==> config.mk <==
export PLATFORM = sky130hd
export DESIGN_NAME = pipe_ctrl_unit
export DESIGN_NICKNAME = d
export VERILOG_FILES = /design/src/rtl/pipe_ctrl_unit.sv
export SDC_FILE = /design/constraint.sdc
export NUM_CORES = 1
export LEC_CHECK = 0
export CORE_UTILIZATION = 25
export DETAILED_ROUTE_END_ITERATION = 8
export GPL_ROUTABILITY_DRIVEN = 0
export GPL_TIMING_DRIVEN = 0
export HOLD_SLACK_MARGIN = 0.1
export PLACE_DENSITY = 0.56
export SYNTH_ARGS = -nofsm -noshare
export SYNTH_HDL_FRONTEND = slang
export SYNTH_SLANG_ARGS = --single-unit
==> constraint.sdc <==
create_clock -name clk_i -period 1.75 [get_ports clk_i]
set_input_delay 0.2625 -clock clk_i [delete_from_list [all_inputs] [get_ports clk_i]]
set_output_delay 0.2625 -clock clk_i [all_outputs]
set_load 0.05 [all_outputs]
==> src/rtl/pipe_ctrl_unit.sv <==
// Control path for a 5-stage RV32I pipeline: ID decode, ID/EX, EX/MEM and MEM/WB control
// registers, load-use stall, EX-stage redirect with flush, forwarding selects, stall counter.
module pipe_ctrl_unit #(
  parameter int REG_AW = 5,
  parameter bit EN_BNE = 1'b1,
  parameter int CNT_W  = 16
) (
  input  logic              clk_i,
  input  logic              reset_i,
  input  logic [6:0]        id_opcode_i,
  input  logic [2:0]        id_func3_i,
  input  logic [6:0]        id_func7_i,
  input  logic [REG_AW-1:0] id_rs1_i,
  input  logic [REG_AW-1:0] id_rs2_i,
  input  logic [REG_AW-1:0] id_rd_i,
  input  logic              ex_zero_i,
  output logic              stall_o,
  output logic              ifid_flush_o,
  output logic [1:0]        ex_pcsrc_o,
  output logic [2:0]        ex_aluop_o,
  output logic              ex_alusrc_o,
  output logic [1:0]        fwd_a_o,
  output logic [1:0]        fwd_b_o,
  output logic              mem_memread_o,
  output logic              mem_memwrite_o,
  output logic              wb_regwrite_o,
  output logic [1:0]        wb_memtoreg_o,
  output logic [REG_AW-1:0] ex_rd_o,
  output logic [REG_AW-1:0] mem_rd_o,
  output logic [REG_AW-1:0] wb_rd_o,
  output logic              illegal_o,
  output logic [CNT_W-1:0]  stall_count_o
);

  localparam logic [6:0] OP_R    = 7'b0110011;
  localparam logic [6:0] OP_I    = 7'b0010011;
  localparam logic [6:0] OP_LW   = 7'b0000011;
  localparam logic [6:0] OP_SW   = 7'b0100011;
  localparam logic [6:0] OP_BR   = 7'b1100011;
  localparam logic [6:0] OP_JAL  = 7'b1101111;
  localparam logic [6:0] OP_JALR = 7'b1100111;

  localparam logic [2:0] ALU_ADD = 3'd0;
  localparam logic [2:0] ALU_SUB = 3'd1;
  localparam logic [2:0] ALU_AND = 3'd2;
  localparam logic [2:0] ALU_OR  = 3'd3;
  localparam logic [2:0] ALU_XOR = 3'd4;
  localparam logic [2:0] ALU_SLT = 3'd5;
  localparam logic [2:0] ALU_SLL = 3'd6;
  localparam logic [2:0] ALU_SRL = 3'd7;

  typedef struct packed {
    logic [2:0] aluop;
    logic       alusrc;
    logic       memread;
    logic       memwrite;
    logic       regwrite;
    logic [1:0] memtoreg;
    logic       beq;
    logic       bne;
    logic       jal;
    logic       jalr;
  } ctrl_t;

  ctrl_t             idCtrl;
  logic              idIllegal;
  logic [2:0]        arithAlu;
  logic              take;
  logic              loadUse;
  logic              stall;

  ctrl_t             exCtrl_q, exCtrl_d;
  logic [REG_AW-1:0] exRs1_q, exRs1_d, exRs2_q, exRs2_d, exRd_q, exRd_d;
  logic              memMemread_q, memMemwrite_q, memRegwrite_q;
  logic [1:0]        memMemtoreg_q;
  logic [REG_AW-1:0] memRd_q;
  logic              wbRegwrite_q;
  logic [1:0]        wbMemtoreg_q;
  logic [REG_AW-1:0] wbRd_q;
  logic [CNT_W-1:0]  stallCnt_q, stallCnt_d;

  // func3 selects the ALU op for R and I formats; only R uses func7[5] for SUB
  always_comb begin
    arithAlu = ALU_ADD;
    case (id_func3_i)
      3'b000:  arithAlu = (id_opcode_i == OP_R && id_func7_i[5]) ? ALU_SUB : ALU_ADD;
      3'b111:  arithAlu = ALU_AND;
      3'b110:  arithAlu = ALU_OR;
      3'b100:  arithAlu = ALU_XOR;
      3'b010:  arithAlu = ALU_SLT;
      3'b001:  arithAlu = ALU_SLL;
      3'b101:  arithAlu = ALU_SRL;
      default: arithAlu = ALU_ADD;
    endcase
  end

  always_comb begin
    idCtrl    = '0;
    idIllegal = 1'b0;
    case (id_opcode_i)
      OP_R: begin
        idCtrl.aluop    = arithAlu;
        idCtrl.regwrite = 1'b1;
      end
      OP_I: begin
        idCtrl.aluop    = arithAlu;
        idCtrl.alusrc   = 1'b1;
        idCtrl.regwrite = 1'b1;
      end
      OP_LW: begin
        idCtrl.alusrc   = 1'b1;
        idCtrl.memread  = 1'b1;
        idCtrl.regwrite = 1'b1;
        idCtrl.memtoreg = 2'b01;
      end
      OP_SW: begin
        idCtrl.alusrc   = 1'b1;
        idCtrl.memwrite = 1'b1;
      end
      OP_BR: begin
        idCtrl.aluop = ALU_SUB;
        if (id_func3_i == 3'b000)                idCtrl.beq = 1'b1;
        else if (EN_BNE && id_func3_i == 3'b001) idCtrl.bne = 1'b1;
        else                                     idIllegal  = 1'b1;
      end
      OP_JAL: begin
        idCtrl.jal      = 1'b1;
        idCtrl.regwrite = 1'b1;
        idCtrl.memtoreg = 2'b10;
      end
      OP_JALR: begin
        idCtrl.jalr     = 1'b1;
        idCtrl.alusrc   = 1'b1;
        idCtrl.regwrite = 1'b1;
        idCtrl.memtoreg = 2'b10;
      end
      default: idIllegal = 1'b1;
    endcase
    if (idIllegal) idCtrl = '0;
  end

  // A taken redirect makes the ID instruction wrong-path, so it overrides the load-use stall
  assign take    = (exCtrl_q.beq & ex_zero_i) | (exCtrl_q.bne & ~ex_zero_i) |
                   exCtrl_q.jal | exCtrl_q.jalr;
  assign loadUse = exCtrl_q.memread && (exRd_q != '0) &&
                   ((exRd_q == id_rs1_i) || (exRd_q == id_rs2_i));
  assign stall   = loadUse & ~take;

  always_comb begin
    exCtrl_d          = idCtrl;
    exCtrl_d.regwrite = idCtrl.regwrite & (id_rd_i != '0);
    exRs1_d           = id_rs1_i;
    exRs2_d           = id_rs2_i;
    exRd_d            = id_rd_i;
    if (take || stall || idIllegal) begin
      exCtrl_d = '0;
      exRs1_d  = '0;
      exRs2_d  = '0;
      exRd_d   = '0;
    end
  end

  assign stallCnt_d = (stall && stallCnt_q != {CNT_W{1'b1}}) ? stallCnt_q + CNT_W'(1) : stallCnt_q;

  always_ff @(posedge clk_i) begin
    if (reset_i) begin
      exCtrl_q      <= '0;
      exRs1_q       <= '0;
      exRs2_q       <= '0;
      exRd_q        <= '0;
      memMemread_q  <= 1'b0;
      memMemwrite_q <= 1'b0;
      memRegwrite_q <= 1'b0;
      memMemtoreg_q <= 2'b00;
      memRd_q       <= '0;
      wbRegwrite_q  <= 1'b0;
      wbMemtoreg_q  <= 2'b00;
      wbRd_q        <= '0;
      stallCnt_q    <= '0;
    end else begin
      exCtrl_q      <= exCtrl_d;
      exRs1_q       <= exRs1_d;
      exRs2_q       <= exRs2_d;
      exRd_q        <= exRd_d;
      memMemread_q  <= exCtrl_q.memread;
      memMemwrite_q <= exCtrl_q.memwrite;
      memRegwrite_q <= exCtrl_q.regwrite;
      memMemtoreg_q <= exCtrl_q.memtoreg;
      memRd_q       <= exRd_q;
      wbRegwrite_q  <= memRegwrite_q;
      wbMemtoreg_q  <= memMemtoreg_q;
      wbRd_q        <= memRd_q;
      stallCnt_q    <= stallCnt_d;
    end
  end

  assign fwd_a_o = (memRegwrite_q && memRd_q != '0 && memRd_q == exRs1_q) ? 2'b10 :
                   (wbRegwrite_q  && wbRd_q  != '0 && wbRd_q  == exRs1_q) ? 2'b01 : 2'b00;
  assign fwd_b_o = (memRegwrite_q && memRd_q != '0 && memRd_q == exRs2_q) ? 2'b10 :
                   (wbRegwrite_q  && wbRd_q  != '0 && wbRd_q  == exRs2_q) ? 2'b01 : 2'b00;

  assign stall_o        = stall;
  assign ifid_flush_o   = take;
  assign ex_pcsrc_o     = exCtrl_q.jalr ? 2'b10 : (take ? 2'b01 : 2'b00);
  assign ex_aluop_o     = exCtrl_q.aluop;
  assign ex_alusrc_o    = exCtrl_q.alusrc;
  assign mem_memread_o  = memMemread_q;
  assign mem_memwrite_o = memMemwrite_q;
  assign wb_regwrite_o  = wbRegwrite_q;
  assign wb_memtoreg_o  = wbMemtoreg_q;
  assign ex_rd_o        = exRd_q;
  assign mem_rd_o       = memRd_q;
  assign wb_rd_o        = wbRd_q;
  assign illegal_o      = idIllegal;
  assign stall_count_o  = stallCnt_q;

endmodule

Word level (Yosys, flattened, before mapping)
Index checks and enable logic that the tools add are counted.
{"block": "word_totals", "output_inout_bits": 49, "inputBits": 35, "reg_bits": 62, "elab_cells": 104}
{"block": "classes", "add_sub_neg": 1, "n_bitwise": 10, "n_reduce_logical": 27, "eq_ne": 20, "n_mux": 24}
{"op": "== test 5 bit", "count": 6}
{"op": "== test 7 bit (second input constant)", "count": 3}
{"op": "case mux 3 bit (7 select lines)", "count": 1}
{"op": "nonzero test 5 bit", "count": 4}
{"op": "adder 16 x 1 -> 16 bit (second input constant)", "count": 1}
{"op": "!= test 16 bit (second input constant)", "count": 1}
{"op": "2-to-1 mux 1 bit", "count": 15}
{"op": "== test 7 x 6 -> 1 bit (second input constant)", "count": 2}
{"op": "== test 3 bit (second input constant)", "count": 4}
{"op": "logical AND 1 bit", "count": 10}
{"op": "OR reduction 5 bit", "count": 2}
{"op": "2-to-1 mux 2 bit", "count": 4}
{"op": "OR reduction 4 bit", "count": 2}
{"op": "== test 7 x 2 -> 1 bit (second input constant)", "count": 1}
{"op": "== test 7 x 5 -> 1 bit (second input constant)", "count": 1}
{"op": "2-to-1 mux 7 bit", "count": 1}
{"op": "case mux 3 bit (2 select lines)", "count": 1}
{"op": "OR reduction 2 bit", "count": 3}
{"op": "OR reduction 6 bit", "count": 1}
{"op": "bitwise AND 1 bit", "count": 4}
{"op": "case mux 2 bit (2 select lines)", "count": 1}
{"op": "== test 3 x 1 -> 1 bit (second input constant)", "count": 1}
{"op": "== test 3 x 2 -> 1 bit (second input constant)", "count": 1}
{"op": "logical NOT 3 bit", "count": 1}
{"op": "5 further kinds", "count": 11}

Logic depth before layout (Yosys ltp)
Gate-level depths: netlist of run 1.
{"block": "logic_depth", "depth_word": 10, "depth_mapped": 7, "ltp_nobuf": 5}

Worst setup path before layout of run 1
Ideal clock, no wire load.
{"block": "synth_timing", "path_type": "register to output", "start": "reg memRd_q[1], in the netlist mem_rd_o[1]", "end": "out fwd_a_o[0]", "t_required_ns": 1.487, "stages_incl_launch_ff": 5, "setup_slack_ns": -1.869, "path_buffers": 0, "arrival_time_ns": 3.357, "cell_sequence": "dfxtp_1 or4_1 o21ai_0 nor4_1 nor4_1"}
{"block": "synth_between", "elab_chain_cells": 4, "elab_cells_between_ends": 5, "cone_classes": "eq/ne (1); mux (1); reduce/logical (3)"}
{"element": "start: declaration", "line": "76", "text": "logic [REG_AW-1:0] memRd_q;"}
{"element": "start signal: assignment", "line": "189", "text": "memRd_q <= exRd_q;"}
{"element": "nonzero test 5 bit", "line": "197", "text": "assign fwd_a_o = (memRegwrite_q && memRd_q != '0 && memRd_q == exRs1_q) ? 2'b10 :"}
{"element": "logical AND 1 bit", "line": "197"}
{"element": "logical AND 1 bit *", "line": "197"}
{"element": "2-to-1 mux 2 bit *", "line": "197"}
{"element": "end: declaration", "line": "22", "text": "output logic [1:0] fwd_a_o,"}
Mark *: on every way between the ends. The rest lies on a longest branch, timed or not.

Final worst setup path of run 1
Ends and elaborated chain as after synthesis.

==> metrics, run 1 <==
run status=complete, but fails checks; failing checks=negative setup slack; die extent in y=106.7 um; category of cells accounting for the largest share of critical-path delay=simple AND/OR/NAND/NOR gates; clock tree root driver cell=clkbuf_8; number of instances in the synthesized netlist=286; synthesis-stage register bit count=60; count of nets left with antenna violations after detail routing=0; clock latency on the worst-skew pair=340 ps; Hold Crit Class=input pin to register; setup slack, reg-to-reg=-280 ps; maximum buffer depth of the clock tree=2; initial antenna violation count=0; Yosys warnings=0; final hold violation count=0; synthesis-to-finish area growth=65.54%; sequential fraction of the synthesis area=43.82%; total vias in the final route=2527; Buffers on Ports=76; NumNets Final=439; count of inserted antenna diode cells=0; GR Util All Layers=14.52%; Die W=106.7 um; Critical Path Source Type=register; placement row count=37; worst-path cell chain=or4_4, o21ai_4, nor4_4, nor4_4, buf_6; number of H-tree levels=3; highest cell delay on the worst timing path=540 ps; first-pass iteration count of the detailed router=4; maximum clock frequency=468.3 MHz; wire length of the first global-routing pass=12630 um; worst clock skew on the final layout=10.01 ps; final routed wirelength across all metal layers=7996 um; post-layout worst setup margin=-385.5 ps; average vias per placed instance=4.645; wire per inst=14.70 um; critical path buffer and inverter count=1; area of the die=0.01139 mm2; number of distinct standard cells referenced by the synthesized netlist=43; power density of the placed cells=578.2 mW/mm2; max-slew violation total from the final report=0; EDFF count, synth=0; critical path's slowest cell=or4_4; flip-flop cell with the highest count after synthesis=dfxtp_1; post-route minimum period=2136 ps; Critical Path End Type=output pin; RSZ-0062 raised after global routing=yes; tightest slew margin relative to the limit=61.83%; syn_nets=322; Detailed Route Iter0 Violations=52; final period utilization=122.0%; total design power=2.624 mW; synthesized cell area=0.002741 mm2; Hold-fix buffers, CTS=0; core footprint=0.01046 mm2; critical path arrival=1870 ps; share of async-settable or async-resettable flops after synthesis=0%; gr ovfl total=0; fraction of layout cells with a size suffix above 1=36.52%; largest net degree at the start of global routing=12; static leakage=1.960 nW; peak ir drop on the vdd network=238.3 uV; maximum fanout along the worst path=2; Avg Cell Area, Syn=9.585 um2; # clock sinks=60; starting utilization of the core area=26.20%; Core Util, Final=43.37%; total DRC errors in the routed layout=0; number of global-route vias before repair=2558; Setup violations, final=48; most frequent cell on the critical path=nor4_4; critical path type=register to output pin; Tightest Pin Transition=572.5 ps; TritonCTS Buffers=9; required time of the worst setup path=1490 ps; I/O Pins=84; CTS tree=done; worst slack at placement=-1125 ps; number of max-capacitance violations reported=0; dpl hpwl=5598 um; clock transition at the register clock pins on the worst setup and hold paths after CTS=70 ps
## power breakdown
group          switching, mW  leakage, nW  total (mW)  internal (mW)
Clock                  0.560       0.0826        1.07          0.511
Combinational          0.106         1.37       0.211          0.105
Sequential           0.00560        0.506        1.34           1.34
Total                  0.671         1.96        2.62           1.95
## routing by layer
metal | track usage, % | wire (um)
met5 | 0 | 0
met4 | 5.577 | 116
met3 | 3.587 | 392
met2 | 24.65 | 3893
met1 | 17.61 | 3592
## placed cells by master, fill, tap and decap left out, types with 5 or more instances in the layout
master           count
clkbuf_8             9
nor2_1              10
nor2b_1             20
xnor2_1             14
a21oi_1             10
nand2_1             13
or4_1                9
dlygate4sd2_1       47
buf_6               23
dfxtp_4             22
inv_1                5
buf_4               19
o31ai_2              5
and2_1              19
xor2_1              14
clkdlybuf4s50_1     17
nand3_1             10
or4_4                6
dfxtp_2              9
dfxtp_1             29
clkbuf_1             5
## worst paths after layout
check                       from               end  cells after the start
setup / recovery     mem_rd_o[1]        fwd_a_o[0]                      5
hold / removal    id_opcode_i[3]       exCtrl_q[1]                      2
setup reg to reg      ex_rd_o[1]       exCtrl_q[2]                      6
hold reg to reg      exCtrl_q[5]  memMemtoreg_q[1]                      1
## final cells by class
cell class                 instances  area (um2)
fill                            1043        5924
inverter                           6       22.52
clock inverter                     6       40.04
sequential                        60        1295
clock buffer                      10       127.6
multi-input combinational        207        1734
buffer                            13       123.9
timing repair buffer             106        1025
tap                              136       170.2
## flip-flops by register name, indices dropped and copies added (netlist names)
| register | cells |
|---|---|
| stall_count_o | 16 |
| exCtrl_q | 8 |
| exRs1_q | 5 |
| exRs2_q | 5 |
| ex_rd_o | 5 |
| mem_rd_o | 5 |
| wb_rd_o | 5 |
| ex_aluop_o | 3 |
| wb_memtoreg_o | 2 |
| ex_alusrc_o | 1 |
| memMemtoreg_q | 1 |
| memRegwrite_q | 1 |
| mem_memread_o | 1 |
| mem_memwrite_o | 1 |
| wb_regwrite_o | 1 |
## metrics by stage
stage          cells  hold slack (ps)  cell area (um2)  TNS, ps
2_1_floorplan    286            389.0             2969    -6433
3_3_place_gp     498            422.3             3900   -34930
3_5_place_dp     498            421.2             3900   -35560
4_1_cts          540            300.6             4394   -10380
5_1_grt          544            286.5             4538   -13890
6_report         544            278.8             4538   -10460
## cell usage after synthesis (2+ instances only)
| cell type | instances | area share [%] |
|---|---|---|
| dfxtp_1 | 60 | 44 |
| nor2b_1 | 23 | 5.2 |
| and2_1 | 20 | 4.6 |
| xnor2_1 | 17 | 5.4 |
| a21oi_1 | 14 | 2.6 |
| or4_1 | 14 | 3.8 |
| xor2_1 | 14 | 4.5 |
| nand2_1 | 13 | 1.8 |
| nand3_1 | 13 | 2.4 |
| nor2_1 | 12 | 1.6 |
| o31ai_1 | 9 | 2.5 |
| o21ai_0 | 7 | 1.3 |
| inv_1 | 6 | 0.82 |
| nor4_1 | 6 | 1.4 |
| buf_4 | 5 | 1.4 |
| clkbuf_1 | 5 | 0.68 |
| mux2_2 | 5 | 2.1 |
| nor3_1 | 5 | 0.91 |
| and4_1 | 4 | 1.3 |
| nand4_1 | 4 | 0.91 |
| and3_1 | 3 | 0.68 |
| and3_2 | 3 | 0.82 |
| nand4b_1 | 3 | 0.96 |
| buf_6 | 2 | 0.82 |
## cells by family (layout without fill, tap and decap cells)
family / Yosys count / after routing / share of synthesized area (%)
AOI/OAI and AO/OA: 39 / 39 / 10.50
xor gates and xnor gates: 31 / 31 / 9.904
adders and majority gates: 1 / 1 / 0.4563
buffers and inverters: 19 / 141 / 3.879
DFF: 60 / 60 / 43.82
muxes: 5 / 5 / 2.054
and+or+nand+nor: 131 / 131 / 29.39
## repair_timing
action | CTS | global route
buffers inserted | 23 | 6
resized for setup | 143 | 30
pin swaps | 23 | 16
endpoints found under the setup margin | 87 | 51
gates cloned | 3 | 0
(Power assumes the default switching activity.)
==> run 2: changes to the inputs <==
- CELL_PAD_IN_SITES_DETAIL_PLACEMENT: unset -> 0
- CELL_PAD_IN_SITES_GLOBAL_PLACEMENT: unset -> 2
- PLACE_DENSITY: 0.56 -> 0.82
- clock period: 1.75 -> 1.9 ns (I/O delays scaled with it)
==> metrics, run 2 (same netlist as run 1, synthesis figures left out) <==
initial antenna violation count=0 (unchanged); commonest non-fill, non-tap cells in the layout=55 x clkdlybuf4s50_1, 30 x dfxtp_1, 24 x buf_4, 20 x and2_1, 20 x nor2b_1 (was 47 x dlygate4sd2_1, 29 x dfxtp_1, 23 x buf_6, 22 x dfxtp_4, 20 x nor2b_1); Critical Path Source Type=input pin (was register); core footprint=0.01046 mm2 (unchanged); NumNets Final=431 (was 439); TritonCTS Buffers=9 (unchanged); first-pass iteration count of the detailed router=4 (unchanged); worst clock skew on the final layout=10.81 ps (was 10.01 ps); Post-Route Setup TNS=-1584 ps (was -10460 ps); required time of the worst setup path=1620 ps (was 1490 ps); failing checks=negative setup slack (unchanged); GR Util All Layers=13.74% (was 14.52%); count of inserted antenna diode cells=0 (unchanged); startpoint of the worst hold path=id_rs2_i[1] (was id_opcode_i[3]); Tightest Pin Transition=626.5 ps (was 572.5 ps); total design power=2.379 mW (was 2.624 mW); Hold-fix buffers, CTS=0 (unchanged); number of H-tree levels=3 (unchanged); largest net degree at the start of global routing=11 (was 12); Hold Crit Class=input pin to register (unchanged); clock latency on the worst-skew pair=330 ps (was 340 ps); maximum fanout along the worst path=10 (was 2); synthesis-to-finish area growth=59.61% (was 65.54%); launch point of the worst path=id_rs1_i[1] (was mem_rd_o[1]); final period utilization=114.2%; wire length of the first global-routing pass=12190 um (was 12630 um); peak ir drop on the vdd network=404.6 uV (was 238.3 uV); number of global-route vias before repair=2447 (was 2558); clock transition at the register clock pins on the worst setup and hold paths after CTS=60 ps (was 70 ps); area of the die=0.01139 mm2 (unchanged); Core Util, Final=41.82% (was 43.37%); die extent in y=106.7 um (unchanged); Setup violations, final=30 (was 48); wire per inst=14.15 um (was 14.70 um); clock tree root driver cell=clkbuf_8 (unchanged); Critical Path End Type=output pin (unchanged); most common cell after layout, fill and taps aside=clkdlybuf4s50_1 (was dlygate4sd2_1); tightest slew margin relative to the limit=58.23% (was 61.83%); max-slew violation total from the final report=0 (unchanged); total DRC errors in the routed layout=0 (unchanged); critical path arrival=1880 ps (was 1870 ps); Detailed Route Iter0 Violations=58 (was 52); dpl hpwl=5489 um (was 5598 um); run status=complete, but fails checks (unchanged); final hold violation count=0 (unchanged); power density of the placed cells=543.7 mW/mm2 (was 578.2 mW/mm2); Buffers on Ports=76 (unchanged); total vias in the final route=2478 (was 2527); critical path type=input pin to output pin (was register to output pin); count of nets left with antenna violations after detail routing=0 (unchanged); r2r startpoint=ex_rd_o[1] (unchanged); max reg flops=16 (unchanged); Die W=106.7 um (unchanged); average vias per placed instance=4.623 (was 4.645); area taken by flip-flops and latches=0.001269 mm2 (was 0.001295 mm2); area occupied by multi-input gates=0.001702 mm2 (was 0.001734 mm2); starting utilization of the core area=26.20% (unchanged); static leakage=1.765 nW (was 1.960 nW); # clock sinks=60 (unchanged); maximum clock frequency=460.8 MHz; maximum buffer depth of the clock tree=2 (unchanged); Fillers=1075 (was 1043); CTS tree=done (unchanged); gr ovfl total=0 (unchanged); RSZ-0062 raised after global routing=yes (unchanged); I/O Pins=84 (unchanged); placement row count=37 (unchanged); final routed wirelength across all metal layers=7587 um (was 7996 um); post-layout worst setup margin=-270.0 ps (was -385.5 ps); post-route minimum period=2170 ps; fraction of layout cells with a size suffix above 1=33.00% (was 36.52%); number of max-capacitance violations reported=0 (unchanged)
-- run 2: cell types whose count changed in the layout (fill, tap and decap cells not counted), moves of 3 or more --
cell / delta
dlygate4sd2_1: -42
clkdlybuf4s50_1: +38
buf_6: -13
dfxtp_4: -10
dfxtp_2: +9
buf_4: +5
dlymetal6s2s_1: +4
clkbuf_1: +3
nand3_2: +3
-- run 2: cell type report --
cell class | count | area share, %
plain buffers | 13 | 2.488
clock buffers | 13 | 3.174
clock inverters | 3 | 0.3146
inverters | 6 | 0.5147
multi-input cells | 207 | 38.89
flip-flops and latches | 60 | 29.00
well taps | 136 | 3.889
repair buffers | 98 | 21.73
-- run 2: through the flow --
| stage | setup WS (ps) | cells | instance area [um2] | hold WS (ps) |
|---|---|---|---|---|
| 3_3_place_gp | -1247 | 498 | 3834 | 430.7 |
| 2_1_floorplan | -223.0 | 286 | 2903 | 411.5 |
| 4_1_cts | -276.3 | 527 | 4165 | 342.0 |
| 3_5_place_dp | -1238 | 498 | 3834 | 428.1 |
| 6_report | -270.0 | 536 | 4375 | 248.9 |
| 5_1_grt | -324.6 | 536 | 4375 | 251.0 |
-- run 2: per-layer routing --
layer	vias to the layer above	share of wire, %	track usage [%]
met5	-	0	0
met3	9	4.4	2.979
met2	61	48	22.95
met1	1168	46	17.70
li1	1240	-	-
met4	0	1.1	4.012
-- run 2: report_power, final --
group,internal (mW),switching (mW),total [mW]
combinational,0.100,0.0960,0.196
sequential,1.25,0.00486,1.25
clock,0.467,0.466,0.932
total,1.81,0.567,2.38
-- run 2: path summary, 6_finish.rpt --
path | end | slack [ps] | cells past startpoint
max | stall_o | -270 | 8
min reg2reg | mem_memwrite_o | 440 | 1
max reg2reg | exCtrl_q[6] | -60 | 6
min | exRs2_q[1] | 250 | 2
-- run 2: what timing repair did --
action                     CTS  global route
setup endpoints to repair   50            52
gates resized for setup     77            39
setup buffers               13             9
pin swaps                    9            19
-- run 2: critical path, cell delays in order --
cell	delay (ps)
clkdlybuf4s50_1	500
xnor2_1	130
nand3_1	140
o22a_4	260
buf_8	150
buf_6	150
nor2_4	100
buf_8	150
